===== src/rtl/sa_ram_rws_param_if.sv =====
// Port bundle for sa_ram_rws_param: read/write request side driven by the master,
// read data and init status returned by the RAM (slave).
interface sa_ram_rws_param_if #(
    parameter int AW     = 4,
    parameter int WIDTH  = 128,
    parameter int MASK_W = 16
);
    logic [AW-1:0]     ra;
    logic              re;
    logic [AW-1:0]     wa;
    logic              we;
    logic [MASK_W-1:0] wmask;
    logic [WIDTH-1:0]  di;
    logic [31:0]       pwrbus_ram_pd;
    logic [WIDTH-1:0]  dout;
    logic              dout_vld;
    logic              init_busy;

    modport master (
        output ra, re, wa, we, wmask, di, pwrbus_ram_pd,
        input  dout, dout_vld, init_busy
    );

    modport slave (
        input  ra, re, wa, we, wmask, di, pwrbus_ram_pd,
        output dout, dout_vld, init_busy
    );
endinterface


===== src/rtl/sa_ram_rws_param.sv =====
// Lane-masked 1R1W RAM with a zero-fill sweep after reset; read latency 1 (OUT_REG=0) or 2 (OUT_REG=1),
// one read per cycle, no backpressure: requests are ignored while init_busy is high.
module sa_ram_rws_param #(
    parameter int DEPTH   = 16,
    parameter int WIDTH   = 128,
    parameter int AW      = 4,
    parameter int MASK_W  = 16,
    parameter bit BYPASS  = 1'b1,
    parameter bit OUT_REG = 1'b0
) (
    input  logic               clk,
    input  logic               rst,
    sa_ram_rws_param_if.slave  bus
);
    localparam int              LW      = WIDTH / MASK_W;
    localparam logic [AW:0]     DEPTH_A = (AW+1)'(DEPTH);
    localparam logic [AW-1:0]   LAST    = AW'(DEPTH - 1);

    typedef enum logic {INIT, READY} state_t;

    state_t            state, state_nxt;
    logic [AW-1:0]     cnt, cnt_nxt;
    logic [WIDTH-1:0]  mem [DEPTH];
    logic              wa_ok, ra_ok, wr_act, rd_fire;
    logic [WIDTH-1:0]  rd_data;
    logic [WIDTH-1:0]  rdat;
    logic              rvld;
    logic              unused_pwr;

    assign unused_pwr = ^bus.pwrbus_ram_pd;

    always_ff @(posedge clk or posedge rst) begin
        if (rst) begin
            state <= INIT;
            cnt   <= '0;
        end else begin
            state <= state_nxt;
            cnt   <= cnt_nxt;
        end
    end

    always_comb begin
        state_nxt = state;
        cnt_nxt   = cnt;
        case (state)
            INIT: begin
                if (cnt == LAST) begin
                    state_nxt = READY;
                    cnt_nxt   = '0;
                end else begin
                    cnt_nxt = cnt + AW'(1);
                end
            end
            READY:   state_nxt = READY;
            default: state_nxt = INIT;
        endcase
    end

    assign bus.init_busy = (state == INIT);
    assign wa_ok   = {1'b0, bus.wa} < DEPTH_A;
    assign ra_ok   = {1'b0, bus.ra} < DEPTH_A;
    assign wr_act  = (state == READY) && bus.we && wa_ok;
    assign rd_fire = (state == READY) && bus.re;

    // Out-of-range writes are dropped by wa_ok; a zero mask simply writes no lanes.
    always_ff @(posedge clk) begin
        if (state == INIT && !rst) begin
            mem[cnt] <= '0;
        end else if (wr_act) begin
            for (int i = 0; i < MASK_W; i++) begin
                if (bus.wmask[i]) mem[bus.wa][i*LW +: LW] <= bus.di[i*LW +: LW];
            end
        end
    end

    // Same-address collision: forward the lanes being written when BYPASS is set.
    always_comb begin
        rd_data = ra_ok ? mem[bus.ra] : '0;
        if (BYPASS && wr_act && (bus.ra == bus.wa)) begin
            for (int i = 0; i < MASK_W; i++) begin
                if (bus.wmask[i]) rd_data[i*LW +: LW] = bus.di[i*LW +: LW];
            end
        end
    end

    always_ff @(posedge clk or posedge rst) begin
        if (rst) begin
            rdat <= '0;
            rvld <= 1'b0;
        end else begin
            rvld <= rd_fire;
            if (rd_fire) rdat <= rd_data;
        end
    end

    generate
        if (OUT_REG) begin : g_oreg
            logic [WIDTH-1:0] q_dat;
            logic             q_vld;

            always_ff @(posedge clk or posedge rst) begin
                if (rst) begin
                    q_dat <= '0;
                    q_vld <= 1'b0;
                end else begin
                    q_vld <= rvld;
                    if (rvld) q_dat <= rdat;
                end
            end

            assign bus.dout     = q_dat;
            assign bus.dout_vld = q_vld;
        end else begin : g_noreg
            assign bus.dout     = rdat;
            assign bus.dout_vld = rvld;
        end
    endgenerate
endmodule


===== src/flat_wrapper.sv =====
// flat-port wrapper written by rule: the top's interface ports become plain ports
module sa_ram_rws_param_flat 
#(
    parameter int DEPTH   = 16,
    parameter int WIDTH   = 128,
    parameter int AW      = 4,
    parameter int MASK_W  = 16,
    parameter bit BYPASS  = 1'b1,
    parameter bit OUT_REG = 1'b0
)
  (clk, rst, bus_ra, bus_re, bus_wa, bus_we, bus_wmask, bus_di, bus_pwrbus_ram_pd, bus_dout, bus_dout_vld, bus_init_busy);
  sa_ram_rws_param_if #(.AW(AW), .WIDTH(WIDTH), .MASK_W(MASK_W)) bus_i ();
  input  logic clk;
  input  logic rst;
  input wire logic [$bits(bus_i.ra)-1:0] bus_ra;
  input wire logic [$bits(bus_i.re)-1:0] bus_re;
  input wire logic [$bits(bus_i.wa)-1:0] bus_wa;
  input wire logic [$bits(bus_i.we)-1:0] bus_we;
  input wire logic [$bits(bus_i.wmask)-1:0] bus_wmask;
  input wire logic [$bits(bus_i.di)-1:0] bus_di;
  input wire logic [$bits(bus_i.pwrbus_ram_pd)-1:0] bus_pwrbus_ram_pd;
  output wire logic [$bits(bus_i.dout)-1:0] bus_dout;
  output wire logic [$bits(bus_i.dout_vld)-1:0] bus_dout_vld;
  output wire logic [$bits(bus_i.init_busy)-1:0] bus_init_busy;
  assign bus_i.ra = bus_ra;
  assign bus_i.re = bus_re;
  assign bus_i.wa = bus_wa;
  assign bus_i.we = bus_we;
  assign bus_i.wmask = bus_wmask;
  assign bus_i.di = bus_di;
  assign bus_i.pwrbus_ram_pd = bus_pwrbus_ram_pd;
  assign bus_dout = bus_i.dout;
  assign bus_dout_vld = bus_i.dout_vld;
  assign bus_init_busy = bus_i.init_busy;
  sa_ram_rws_param #(.DEPTH(DEPTH), .WIDTH(WIDTH), .AW(AW), .MASK_W(MASK_W), .BYPASS(BYPASS), .OUT_REG(OUT_REG)) u_core (.clk(clk), .rst(rst), .bus(bus_i));
endmodule

===== config.mk =====
export PLATFORM = sky130hd
export DESIGN_NAME = sa_ram_rws_param_flat
export DESIGN_NICKNAME = d
export VERILOG_FILES = /design/src/rtl/sa_ram_rws_param_if.sv /design/src/rtl/sa_ram_rws_param.sv /design/src/flat_wrapper.sv
export SDC_FILE = /design/constraint.sdc
export NUM_CORES = 2
export LEC_CHECK = 0
export ABC_AREA = 1
export BUFFER_PORTS_ARGS = -buffer_cell sky130_fd_sc_hd__buf_2
export CAP_MARGIN = 20
export CORE_UTILIZATION = 25
export DETAILED_ROUTE_END_ITERATION = 16
export GPL_TIMING_DRIVEN = 0
export MAX_ROUTING_LAYER = met4
export PLACE_DENSITY = 0.45
export SETUP_SLACK_MARGIN = 0.15
export SYNTH_ARGS = -nofsm -noshare
export SYNTH_HDL_FRONTEND = slang
export SYNTH_SLANG_ARGS = --single-unit

===== constraint.sdc =====
create_clock -name clk -period 4.1 [get_ports clk]
set_input_delay 0 -clock clk [delete_from_list [all_inputs] [get_ports clk]]
set_output_delay 0 -clock clk [all_outputs]
set_load 0.02 [all_outputs]

# Word level (Yosys, flattened, before mapping)
# Memory sizes are Yosys's and may differ from the RTL's.
# Index checks and enable logic that the tools add are counted.
[classes]
bitwise_logic = 1
add_sub_neg = 1
muxes = 89
multipliers = 0
n_shift = 0
n_reduce_logical = 6
n_div = 0
n_eq_ne = 2
n_lt_le_gt_ge = 0
[ops]
columns = ["operator", "count"]
rows = [
  ["two-way mux 128 bit", 2],
  ["two-way mux 8 bit", 16],
  ["OR reduction 128 bit", 1],
  ["two-way mux 1 bit", 67],
  ["two-way mux 16 bit", 1],
  ["two-way mux 4 bit", 2],
  ["adder 4 x 1 -> 4 bit (second input constant)", 1],
  ["== test 4 bit", 1],
  ["== test 4 bit (second input constant)", 1],
  ["logical AND 1 bit", 4],
  ["one-hot mux 1 bit (2 select lines)", 1],
  ["logical NOT 1 bit", 1],
  ["inverter 1 bit", 1],
]
[word_totals]
n_memories = 1
regBits = 134
ramBits = 2048
in_bits = 188
wordCells = 104
output_inout_bits = 130
mem_bits_ro = 0
latch_bits = 0
[mem_list]
columns = ["name", "depth", "word_bits", "read_ports", "rd_ports_with_merged_regs", "wr", "line_no", "rtl"]
rows = [
  ["u_core.mem", 16, 128, 1, 0, 1, "sa_ram_rws_param.sv:23", "logic [WIDTH-1:0] mem [DEPTH];"],
]

# Logic depth before layout (Yosys ltp)
[depth]
word_depth = 6
ltp_mapped = 14
mapped_depth_nobuf = 11

# Least setup slack after synthesis
# OpenSTA, ideal clock, no wires.
[synth_path]
path_type = "in2reg"
start = "input rst"
end = "memory u_core.mem[10][10] (enable)"
required_ns = 3.730
t_arrival_ns = 4.370
cell_stages = 7
setup_time_ns = 0.370
path_buffers = 2
path_slack_ns = -0.641
cell_sequence = "inv_1 > nand2_1 > clkbuf_1 > o21ai_0 > inv_1 > buf_1 > nor2_1"
[synth_between]
elab_chain_cells = 6
word_cells_on_any_way = 39
classes_between = "36 x mux; 3 x reduce/logical"
[synth_rtl]
columns = ["item", "line_no", "rtl"]
rows = [
  ["start: declaration", "flat_wrapper.sv:14", "input logic rst;"],
  ["logical NOT 1 bit (no source line) *", "-", ""],
  ["logical AND 1 bit *", "sa_ram_rws_param.sv:67", "if (state == INIT && !rst) begin"],
  ["two-way mux 1 bit", "sa_ram_rws_param.sv:67", ""],
  ["two-way mux 1 bit (not written as such)", "sa_ram_rws_param.sv:71", "if (bus.wmask[i]) mem[bus.wa][i*LW +: LW] <= bus.di[i*LW +: LW];"],
  ["OR reduction 128 bit (no source line)", "-", ""],
  ["two-way mux 4 bit (no source line) / two-way mux 16 bit (equally long branches)", "-", ""],
  ["end: declaration", "sa_ram_rws_param.sv:23", ""],
]
# Mark *: on every way between the ends. The rest lies on a longest branch, timed or not.

# Worst setup path after layout
[layout_path]
start = "register u_core.state"
end = "memory u_core.mem[10][42] (enable)"
[layout_between]
elab_chain_cells = 6
word_cells_on_any_way = 56
classes_between = "52 x mux; 1 x bitwise; 3 x reduce/logical"
[layout_rtl]
columns = ["item", "line_no", "rtl"]
rows = [
  ["start: declaration", "sa_ram_rws_param.sv:21", "state_t state, state_nxt;"],
  ["start signal: assignment", "sa_ram_rws_param.sv:37", "state <= state_nxt;"],
  ["logical AND 1 bit / inverter 1 bit (equally long branches)", "sa_ram_rws_param.sv:62, sa_ram_rws_param.sv:67", ""],
  ["two-way mux 1 bit / logical AND 1 bit (equally long branches)", "sa_ram_rws_param.sv:69, sa_ram_rws_param.sv:67", ""],
  ["two-way mux 1 bit", "sa_ram_rws_param.sv:67", ""],
  ["two-way mux 1 bit (not written as such)", "sa_ram_rws_param.sv:71", ""],
  ["OR reduction 128 bit (no source line)", "-", ""],
  ["two-way mux 4 bit (no source line) / two-way mux 16 bit (equally long branches)", "-", ""],
]
# Several ways; a longest one is shown, not always the timed one.

==> impl_metrics.tcl <==
set metrics [dict create \
    leakagePower_uw 0.0375 \
    die-area_um2 362000 \
    antenna_found_initial 44 \
    grt_first_pass_wirelength_um 492000 \
    io_pins 318 \
    synth.distinct_cells 27 \
    slowest_delay_ns 0.91 \
    initial_utilization_pct 25.2 \
    worstPathMaxFanout 9 \
    critPathSlowestCell "nor2_1" \
    fmax_mhz 253 \
    gp_congestion 0.852 \
    period_needed_ns 3.96 \
    nFillCells 36400 \
    ys_seq_area_share_pct 72.2 \
    hp-class "input pin to flop" \
    setup_violations 0 \
    drc 0 \
    cp_top_family "simple AND/OR/NAND/NOR gates" \
    grt_max_degree 39 \
    grt-ovfl-total 0 \
    netlist_area_um2 89800 \
    power.total_uw 50100 \
    clk_path_buf_depth 4 \
    powerDensity_nw_per_um2 457 \
    slew_headroom_pct 19.4 \
    crit_path_start_kind "flop" \
    synth-async-reset-ratio_pct 6.14 \
    drt-vias-per-instance 4.84 \
    rows 219 \
    irDropWorstVdd_mv 0.357 \
    path_buf_inv 1 \
    cts_inserted_buffers 237 \
    worstPathArrival_ns 4.47 \
    dp.final_hpwl_um 252000 \
    cts-root-buf "clkbuf_16" \
    synth_nets 7795 \
    hold_viol_final 0 \
    io_buffers 282 \
    maxSlewViolCount 0 \
    postSynthAreaPerCell_um2 11.8 \
    rr_worst_depth 11 \
    wl_per_cell_um 26.4 \
    drtIter0Drc 7689 \
    setup-tns-final_ns 0 \
    core_area_um2 357000 \
    path_clk_slew_ns 0.06 \
    die-height_um 601 \
    synth_flop_cell "edfxtp_1" \
    firstDrtPassIters 6 \
    syn2layout_area_growth_pct 22.1 \
    worst_pin_slew_ns 1.21 \
    ant_nets 0 \
    grt_pass1_vias 62400 \
    cts.sinks 2182 \
    clock-skew-final_ns 0.0487 \
    cp_cell_sequence "nand2_4 > inv_6 > o21ai_0 > nand2_1 > nor2_4 > nand2_4 > nand2_1 > nand2_2 > nor2_8 > nand2_4 > nor2_1" \
    worstReg2RegStart "u_core.state" \
    ys_ff_latch 2182 \
    worstSkewPairLatency_ns 0.91 \
    ys.warnings.count 0 \
    crit_start "u_core.state" \
    cpMostUsedCell "nand2_4" \
    drive_above_1_share_pct 13.2 \
    vias 65500 \
    fin_nets 8751 \
    wl_um 357000 \
    timing.final.crit_share_pct 96.6 \
    critPathCapture "u_core.mem[10][42]" \
    cap_violations 0 \
    r2r_slack_ns 0.14 \
    critical_path_class "flop to flop" \
    die_x_um 601 \
    fin_worst_hold_slack_ns 0.0613 \
    cp.required_ns 4.61 \
    cts_tree "built" \
    worstSetupEndpointType "flop" \
    netlist_instances 7606 \
    htree_levels 4 \
    post-route-util_pct 30.7 \
    synth-edff-count 2048 \
    cp.depth 11 \
    status "completed" \
    grt.total_usage_pct 19.7 \
    rsz0062_at_grt "true" \
    timing.rr.end "u_core.mem[10][42]" \
]
## power by group
group | internal [uW] | switching [uW]
Combinational | 1170 | 3410
Clock | 11700 | 9030
Sequential | 24700 | 103
## worst min-delay path by stage
stage	start	to	slack [ns]	depth (start not counted)
after floorplan	bus_di[120]	u_core.bus.dout[120]	0.27	6
after global placement	bus_di[29]	u_core.bus.dout[29]	0.40	7
after detailed placement	rst	u_core.bus.dout[3]	0.04	2
final	bus_di[112]	u_core.mem[8][112]	0.06	4
after CTS	bus_wmask[10]	u_core.bus.dout[81]	0.01	7
after global routing	bus_di[22]	u_core.mem[8][22]	0.07	4
## per-layer routing
layer,vias to the layer above,part of all wire (%),routed length (um),GRT usage (%)
li1,28900,-,-,-
met1,33200,42,151000,26.1
met2,2828,47,168000,31.3
met3,516,7.6,27100,2.78
met4,0,3.1,11000,5.79
met5,-,0,0,-
## what timing repair did
action / 4_1_cts / 5_1_grt
hold buffers: 314 / 0
resized for setup: 110 / 64
setup endpoints to repair: 1870 / 983
pin swaps: 0 / 4
buffers inserted: 0 / 7
endpoints found under the hold margin: 2277 / 0
## per-stage QoR
stage | setup WS (ns) | cells | area (um^2)
3_3_place_gp | -4.43 | 12600 | 97200
2_1_floorplan | 0.473 | 7606 | 89800
4_1_cts | 0.0627 | 13500 | 109000
6_report | 0.140 | 13500 | 110000
3_5_place_dp | -0.397 | 12700 | 98200
5_1_grt | 0.155 | 13500 | 110000
## cell usage after synthesis (2+ instances only)
cell      instances  area (um^2)
a21oi_1           2         10.0
buf_4             4         30.0
xor2_1            2         17.5
nor2_4           12          135
buf_6            17          191
o211ai_1        513         3850
o21ai_1           3         15.0
clkbuf_1        333         1250
dfrtp_1         134         3350
inv_1           308         1160
inv_2            11         41.3
nor2_8            8          160
edfxtp_1       2048        61500
nand2_4          20          225
nand3_1         393         1970
buf_2           107          536
nand2_1         664         2490
nor2_2           60          375
o21ai_0        1044         5230
nor2_1         1866         7000
buf_1            42          158
o21ai_2           4         35.0
nand2_2           7         43.8
## placed cells by master, fill, tap and decap left out, drive strengths merged
| cell | count |
|---|---|
| edfxtp | 2048 |
| nand3b | 1 |
| a21oi | 2 |
| nand2 | 691 |
| clkinv | 96 |
| dfrtp | 134 |
| nand3 | 393 |
| o21ai | 1051 |
| nor2 | 1946 |
| o211ai | 513 |
| buf | 578 |
| diode | 22 |
| bufinv | 14 |
| xor2 | 2 |
| ha | 1 |
| nand4 | 1 |
| clkbuf | 640 |
| dlygate4sd3 | 307 |
| clkinvlp | 5 |
| inv | 325 |
## worst register-to-register path, cell delays in order, from the launching register on
cell and delay (ns):
dfrtp_1 0.45, nand2_4 0.35, inv_6 0.21, o21ai_0 0.20, nand2_1 0.21, nor2_4 0.38
nand2_4 0.16, nand2_1 0.11, nand2_2 0.14, nor2_8 0.22, nand2_4 0.22, nor2_1 0.92
## state kept, by name, summed over array words and instances (netlist names)
signal and flops:
u_core.bus.dout 128, u_core.bus.dout_vld 1, u_core.cnt 4, u_core.mem 2048, u_core.state 1
## final cells by class
type	count	area [um^2]	area share [%]
multi-input combinational	4601	22100	20.1
sequential	2182	64900	59.1
tap	4751	5940	5.42
clock buffer	305	6350	5.79
clock inverter	120	926	0.844
timing repair buffer	717	6050	5.52
buffer	503	2200	2.01
inverter	320	1210	1.10
antenna	22	55.1	0.0502
## cells by family after synthesis
group / Yosys count / synth area share (%)
buffers and inverters: 823 / 3.75
AOI/OAI and AO/OA: 1566 / 10.2
and+or+nand+nor: 3032 / 13.8
DFF: 2182 / 72.2
adders and majority gates: 1 / 0.0139
xor gates and xnor gates: 2 / 0.0195
(Power assumes the default switching activity.)
